===== src/rtl/insmem_fetch_if.sv =====
// -----------------------------------------------------------------------------
// insmem_fetch_if
// Bundles the program-load port and the fetch request/response handshake of
// the synchronous instruction memory.
//   load_en/load_addr/load_data : program-load write port (driven by loader)
//   req_valid/req_addr          : fetch request (driven by PC/fetch stage)
//   req_ready                   : memory accepts a fetch this cycle
//   rsp_valid/rsp_code/rsp_err  : registered fetch response (to decode)
//   rsp_ready                   : decode takes the response
// The master modport is the PC/fetch/loader side, slave is the memory.
// -----------------------------------------------------------------------------
interface insmem_fetch_if #(
    parameter int ADDR_W = 6,
    parameter int DATA_W = 32
);
    logic              load_en;
    logic [ADDR_W-1:0] load_addr;
    logic [DATA_W-1:0] load_data;
    logic              req_valid;
    logic              req_ready;
    logic [ADDR_W-1:0] req_addr;
    logic              rsp_valid;
    logic              rsp_ready;
    logic [DATA_W-1:0] rsp_code;
    logic              rsp_err;

    modport master (
        output load_en, load_addr, load_data,
        output req_valid, req_addr, rsp_ready,
        input  req_ready, rsp_valid, rsp_code, rsp_err
    );

    modport slave (
        input  load_en, load_addr, load_data,
        input  req_valid, req_addr, rsp_ready,
        output req_ready, rsp_valid, rsp_code, rsp_err
    );
endinterface


===== src/rtl/insmem_fetch.sv =====
// -----------------------------------------------------------------------------
// insmem_fetch
// Synchronous instruction memory with a valid/ready fetch port, one-cycle
// read latency and a held response register. A program-load write port
// fills the array at boot or test time. Fetches beyond DEPTH return NOP_CODE
// with rsp_err set.
// Ports:
//   clk  : rising-edge clock
//   rst  : asynchronous active-high reset (clears the response register only)
//   bus  : insmem_fetch_if slave (load port, fetch request, fetch response)
// -----------------------------------------------------------------------------
module insmem_fetch #(
    parameter int              ADDR_W   = 6,
    parameter int              DATA_W   = 32,
    parameter int              DEPTH    = 64,
    parameter logic [DATA_W-1:0] NOP_CODE = '0
) (
    input  logic           clk,
    input  logic           rst,
    insmem_fetch_if.slave  bus
);

    localparam int IDX_W = (DEPTH > 1) ? $clog2(DEPTH) : 1;
    // One extra bit so that DEPTH == 2**ADDR_W is representable as the limit.
    localparam logic [ADDR_W:0] DEPTH_LIM = (ADDR_W + 1)'(DEPTH);

    logic [DATA_W-1:0] mem [DEPTH];

    logic              load_in_range;
    logic              req_in_range;
    logic [IDX_W-1:0]  load_idx;
    logic [IDX_W-1:0]  req_idx;
    logic              accept;

    logic              rsp_valid_q;
    logic [DATA_W-1:0] rsp_code_q;
    logic              rsp_err_q;

    // Bounds checks use the full address width so nothing wraps around;
    // the index slices are only used once the address is known in range.
    assign load_in_range = {1'b0, bus.load_addr} < DEPTH_LIM;
    assign req_in_range  = {1'b0, bus.req_addr} < DEPTH_LIM;
    assign load_idx      = bus.load_addr[IDX_W-1:0];
    assign req_idx       = bus.req_addr[IDX_W-1:0];

    // A load owns the cycle, so fetch and load never coincide and a fetch
    // right after a load always sees the freshly written word. Otherwise a
    // fetch is taken when the response register is empty or being drained.
    assign bus.req_ready = !bus.load_en && (!rsp_valid_q || bus.rsp_ready);
    assign accept        = bus.req_valid && bus.req_ready;

    // Program-load writes. The array is deliberately left out of reset so a
    // loaded image survives a reset pulse; out-of-range writes are dropped.
    always_ff @(posedge clk) begin
        if (bus.load_en && load_in_range) begin
            mem[load_idx] <= bus.load_data;
        end
    end

    // Response register. An accept always refills it (also when the current
    // response is popped in the same cycle, giving one fetch per cycle); a pop
    // with no accept only clears the valid flag and keeps the last code/err.
    always_ff @(posedge clk or posedge rst) begin
        if (rst) begin
            rsp_valid_q <= 1'b0;
            rsp_code_q  <= '0;
            rsp_err_q   <= 1'b0;
        end else if (accept) begin
            rsp_valid_q <= 1'b1;
            rsp_code_q  <= req_in_range ? mem[req_idx] : NOP_CODE;
            rsp_err_q   <= !req_in_range;
        end else if (bus.rsp_ready) begin
            rsp_valid_q <= 1'b0;
        end
    end

    assign bus.rsp_valid = rsp_valid_q;
    assign bus.rsp_code  = rsp_code_q;
    assign bus.rsp_err   = rsp_err_q;

endmodule


===== src/flat_wrapper.sv =====
// flat-port wrapper written by rule: the top's interface ports become plain ports
module insmem_fetch_flat 
#(
    parameter int              ADDR_W   = 6,
    parameter int              DATA_W   = 32,
    parameter int              DEPTH    = 64,
    parameter logic [DATA_W-1:0] NOP_CODE = '0
)
  (clk, rst, bus_load_en, bus_load_addr, bus_load_data, bus_req_valid, bus_req_addr, bus_rsp_ready, bus_req_ready, bus_rsp_valid, bus_rsp_code, bus_rsp_err);
  insmem_fetch_if #(.ADDR_W(ADDR_W), .DATA_W(DATA_W)) bus_i ();
  input  logic clk;
  input  logic rst;
  input wire logic [$bits(bus_i.load_en)-1:0] bus_load_en;
  input wire logic [$bits(bus_i.load_addr)-1:0] bus_load_addr;
  input wire logic [$bits(bus_i.load_data)-1:0] bus_load_data;
  input wire logic [$bits(bus_i.req_valid)-1:0] bus_req_valid;
  input wire logic [$bits(bus_i.req_addr)-1:0] bus_req_addr;
  input wire logic [$bits(bus_i.rsp_ready)-1:0] bus_rsp_ready;
  output wire logic [$bits(bus_i.req_ready)-1:0] bus_req_ready;
  output wire logic [$bits(bus_i.rsp_valid)-1:0] bus_rsp_valid;
  output wire logic [$bits(bus_i.rsp_code)-1:0] bus_rsp_code;
  output wire logic [$bits(bus_i.rsp_err)-1:0] bus_rsp_err;
  assign bus_i.load_en = bus_load_en;
  assign bus_i.load_addr = bus_load_addr;
  assign bus_i.load_data = bus_load_data;
  assign bus_i.req_valid = bus_req_valid;
  assign bus_i.req_addr = bus_req_addr;
  assign bus_i.rsp_ready = bus_rsp_ready;
  assign bus_req_ready = bus_i.req_ready;
  assign bus_rsp_valid = bus_i.rsp_valid;
  assign bus_rsp_code = bus_i.rsp_code;
  assign bus_rsp_err = bus_i.rsp_err;
  insmem_fetch #(.ADDR_W(ADDR_W), .DATA_W(DATA_W), .DEPTH(DEPTH), .NOP_CODE(NOP_CODE)) u_core (.clk(clk), .rst(rst), .bus(bus_i));
endmodule

===== config.mk =====
export PLATFORM = sky130hd
export DESIGN_NAME = insmem_fetch_flat
export DESIGN_NICKNAME = d
export VERILOG_FILES = /design/src/rtl/insmem_fetch_if.sv /design/src/rtl/insmem_fetch.sv /design/src/flat_wrapper.sv
export SDC_FILE = /design/constraint.sdc
export NUM_CORES = 2
export LEC_CHECK = 0
export BUFFER_PORTS_ARGS = -buffer_cell sky130_fd_sc_hd__buf_2
export CAP_MARGIN = 20
export CORE_ASPECT_RATIO = 0.9
export CORE_MARGIN = 2
export CORE_UTILIZATION = 30
export CTS_BUF_LIST = sky130_fd_sc_hd__clkbuf_8 sky130_fd_sc_hd__clkbuf_16
export DETAILED_ROUTE_END_ITERATION = 8
export PLACE_DENSITY = 0.54
export SKIP_CTS_REPAIR_TIMING = 1
export SLEW_MARGIN = 10
export SYNTH_ARGS = -nofsm -noshare
export SYNTH_HDL_FRONTEND = slang
export SYNTH_SLANG_ARGS = --single-unit

===== constraint.sdc =====
create_clock -name clk -period 2.75 [get_ports clk]
set_clock_uncertainty 0.15 [all_clocks]
set_input_delay 0.55 -clock clk [delete_from_list [all_inputs] [get_ports clk]]
set_output_delay 0.55 -clock clk [all_outputs]
set_load 0.03 [all_outputs]

# == After elaboration in Yosys (flattened, before gate mapping) ==
# Memories as Yosys holds them, arrays and structs flattened. A register that Yosys moved wholly into a read port is not among the register bits.
# Cells that the tools add are included.
# word_totals
reg_bits,1
mem_bits_rw,2048
input_bits,49
out_inout_bits,35
wordCells,12
mem_count,1
# classes
n_mux,4
n_reduce_logical,6
# memory_table
name,depth,word_bits,rd,rd_ports_with_merged_regs,write_ports,line,source
u_core.mem,64,32,1,1,1,insmem_fetch.sv:27,logic [DATA_W-1:0] mem [DEPTH];
# ops
cell,n
$mux 1,4
$logic_and 1x1->1,2
$logic_not 1->1,2
$reduce_bool 2->1,1
$logic_or 1x1->1,1

# == Depth between registers and ports, before layout ==
# depth
ltp_word,5
mapped_depth,11
ltp_nobuf,6

# == Worst setup path before layout ==
# OpenSTA, ideal clock, no wires.
# synth_path
path_type,in2reg
start,input port bus_load_addr[4]
end,"memory u_core.mem[32][0], enable pin"
setup_ns,0.461
t_arrival_ns,3.396
required_ns,2.139
slack_ns,-1.257
path_stages,4
path_buffers,1
cell_sequence,clkbuf_1 nor4bb_1 nand2b_1 nor3_1
# synth_rtl
item,line,source
from (decl),flat_wrapper.sv:14,input wire logic [$bits(bus_i.load_addr)-1:0] bus_load_addr;
to (decl),insmem_fetch.sv:27,
# No word-level cell before the write port.

==> Flow_metrics.wiki <==
{| class="wikitable"
! Metric !! Value
|-
| Final cell count without fillers || 8004
|-
| Cell area after technology mapping || 79700 µm²
|-
| Yosys reg bits || 2081
|-
| Final Critical Period || 2860 ps
|-
| Detail-routed via count per cell || 5.01
|-
| Number of enable flip-flop cells after synthesis || 2048
|-
| Post-CTS clock slew at the launch and capture registers of the worst setup and hold paths || 60 ps
|-
| Tot GR Track Use || 16.2%
|-
| Worst hold-check path type || in2reg
|-
| Vias in the first global route || 39998
|-
| Final ANT Viol Nets || 0
|-
| WP data arrival || 3420 ps
|-
| Area of placed instances || 89700 µm²
|-
| Power per standard cell area || 696 nW/µm²
|-
| Die outline area || 270000 µm²
|-
| Port bufs || 82
|-
| Synth area leaders || edfxtp_1, mux4_2, mux2i_1
|-
| CP required || 3310 ps
|-
| Drt pass-1 iters || 5
|-
| Max Cap Viol || 0
|-
| Wire length of the first global-routing pass || 313000 µm
|-
| Total wirelength of the detailed-routed design || 223000 µm
|-
| # DRC || 0
|-
| Final cell area excluding filler cells || 96500 µm²
|-
| Cell at the slowest stage of the critical path || o211ai_1
|-
| CP top delay family || compound AO/OA/AOI/OAI gates
|-
| Clock Tree Buf Depth || 3
|-
| Timing-limited maximum frequency || 350 MHz
|-
| Synth Net Count || 3775
|-
| Final setup margin || -110 ps
|-
| Transition time of the tightest slew-check pin || 1140 ps
|-
| Critical path start-end classification || in2reg
|-
| VDD IR-drop max || 0.000532 V
|-
| Share of cells above drive strength 1 || 28.7%
|-
| Die X || 547 µm
|-
| Number of instances in the synthesized netlist || 3726
|-
| Cell occurring most often along the worst timing path || buf_12
|-
| Ports placed on the boundary || 84
|-
| DP Cell Count || 7590
|-
| Count of cell types in the netlist || 36
|-
| Status || finished with violations
|-
| Number of buffers and inverters on the critical path || 5
|-
| Part of the Yosys area used for sequential elements || 78.2%
|-
| Violated checks || negative setup slack
|-
| Cells along the critical path || buf_8, buf_16, buf_4, nor2b_4, buf_12, buf_12, a22o_1, a2111oi_1, a31oi_2, o211ai_1, a221o_1
|-
| Weighted congestion reported at the end of routability-driven placement || 0.803
|-
| Most instantiated cells after synthesis || edfxtp_1, mux2i_1, mux4_2, a22oi_1, buf_2
|-
| Number of buffers created by CTS || 211
|-
| Starting DRT DRC Count || 4043
|-
| Kind of end point of the critical path || register
|-
| Pin count of the biggest net entering global routing || 65
|-
| Initial Util || 30.1%
|-
| Floorplan die height || 493 µm
|-
| Detailed placement HPWL || 135000 µm
|-
| Relative slew slack || 23.6%
|-
| Critical-path maximum fanout || 27
|-
| Net total in the final layout || 4340
|-
| Antenna violations before repair || 28
|-
| Buffer type at the clock tree root || clkbuf_16
|-
| Fraction of the cycle the final worst path needs || 104%
|-
| Total number of yosys warnings || 0
|-
| Worst path max stage delay || 560 ps
|-
| Placement Setup Slack || -1350 ps
|-
| Area of the core || 264000 µm²
|-
| Number of H-tree levels || 4
|-
| CP Launch Type || input pin
|-
| Number of placement rows || 179
|-
| Post-synth top area share || 77.2%
|-
| TritonCTS clock tree || yes
|-
| Number of endpoints with negative hold slack in the final report || 0
|-
| Most used standard cell by instance count after synthesis || edfxtp_1
|-
| Clock tree sinks || 2081
|-
| Fin. max-slew vios || 0
|-
| Gr ovfl total || 0
|-
| Filler cell count || 24286
|-
| Clock latency on the worst-skew pair || 850 ps
|-
| Area growth syn-to-layout || 21.1%
|-
| Biggest area consumer among synthesized cells || edfxtp_1
|-
| Final number of setup-violating endpoints || 6
|-
| Most common flop cell mapped by yosys || edfxtp_1
|-
| Syn Area/Cell || 21.4 µm²
|-
| Leakage power of the design || 31.6 nW
|-
| Share of flip-flops with an asynchronous set or reset after synthesis || 1.59%
|-
| DR WL/cell || 27.8 µm
|-
| Total number of vias || 40090
|}
==> power breakdown <==
group | total [W] | internal, W | switching (W)
Sequential | 0.0354 | 0.0351 | 0.000292
Combinational | 0.00454 | 0.00175 | 0.00279
Clock | 0.0272 | 0.0153 | 0.0119
Total | 0.0672 | 0.0522 | 0.0150
==> layout make-up <==
cell class	instances	area, µm²	share of cell area, %
Sequential cell	2081	62300	64.6
Antenna cell	7	17.5	0.0182
Clock inverter	170	1080	1.12
Clock buffer	220	5460	5.66
Multi-Input combinational cell	1417	16800	17.5
Timing Repair Buffer	577	6340	6.57
Tap cell	3529	4420	4.58
Inverter	3	11.3	0.0117
==> state kept, by name (all words and copies together) (netlist names) <==
register and cells:
u_core.mem 2048, u_core.bus.rsp_code 32, u_core.bus.rsp_valid 1
==> worst paths after layout <==
kind / from / end / slack, ps / cells past startpoint
max: bus_req_addr[0] / u_core.bus.rsp_code[8]$_DFFE_PP0P_ / -110 / 11
max reg2reg: u_core.mem[61][17]$_DFFE_PP_ / u_core.bus.rsp_code[17]$_DFFE_PP0P_ / 210 / 6
min reg2reg: u_core.bus.rsp_code[22]$_DFFE_PP0P_ / u_core.bus.rsp_code[22]$_DFFE_PP0P_ / 430 / 1
max in group asynchronous: rst / u_core.bus.rsp_code[13]$_DFFE_PP0P_ / 1680 / 4
min in group asynchronous: rst / u_core.bus.rsp_valid$_DFFE_PP0P_ / 300 / 4
min: bus_load_data[1] / u_core.mem[57][1]$_DFFE_PP_ / 60 / 2
==> cells by family (layout without fill, tap and decap cells) <==
kind of cell           Yosys count  in the layout  synth area share (%)
muxes                          800            800                  15.1
other                            1              8               0.00471
DFF                           2081           2081                  78.2
AOI/OAI and AO/OA              450            450                  4.23
and+or+nand+nor                166            166                  1.02
buffers and inverters          228            970                  1.37
==> placed cells by master, fill, tap and decap left out, types with 3 or more instances in the layout <==
cell / n
bufinv_16: 11
edfxtp_1: 2048
nand2_1: 7
inv_6: 8
a221o_1: 32
nor2b_1: 35
clkinv_1: 48
mux2i_1: 448
dfrtp_1: 33
nor2b_4: 3
mux2_1: 5
mux4_2: 320
buf_4: 316
nand2b_1: 5
a31oi_1: 27
mux2_2: 27
buf_2: 79
inv_1: 63
clkinv_2: 34
a2111oi_0: 29
a31oi_2: 5
clkbuf_8: 4
clkbuf_16: 216
a22oi_1: 160
clkinv_8: 3
a22o_1: 32
o21ai_0: 33
buf_12: 171
dlygate4sd3_1: 4
clkinvlp_4: 5
nor2_4: 64
diode_2: 7
o211ai_1: 32
o22ai_1: 30
nand3_1: 37
a211oi_1: 64
nand3b_1: 3
==> per-stage QoR <==
stage / utilization (%) / hold slack, ps / TNS [ps] / power, W
CTS: 36.4 / -315 / -1770 / 0.0677
detailed placement: 33.9 / 402 / -27750 / 0.0407
finish: 36.5 / 55.0 / -225 / 0.0672
global route: 36.5 / 42.9 / -7.34 / 0.0692
global placement: 33.9 / 417 / -28840 / 0.0406
floorplan: - / 496 / -705080 / 0.0379
==> metal layers <==
layer / share of wire (%) / vias to the layer above / GRT usage (%)
met5: 0 / - / 0
met4: 2.2 / 0 / 3.83
met3: 5.8 / 279 / 2.53
met2: 49 / 1279 / 27.0
met1: 43 / 21634 / 22.4
li1: - / 16898 / -
Note: power is estimated with default switching activity, not from simulation.
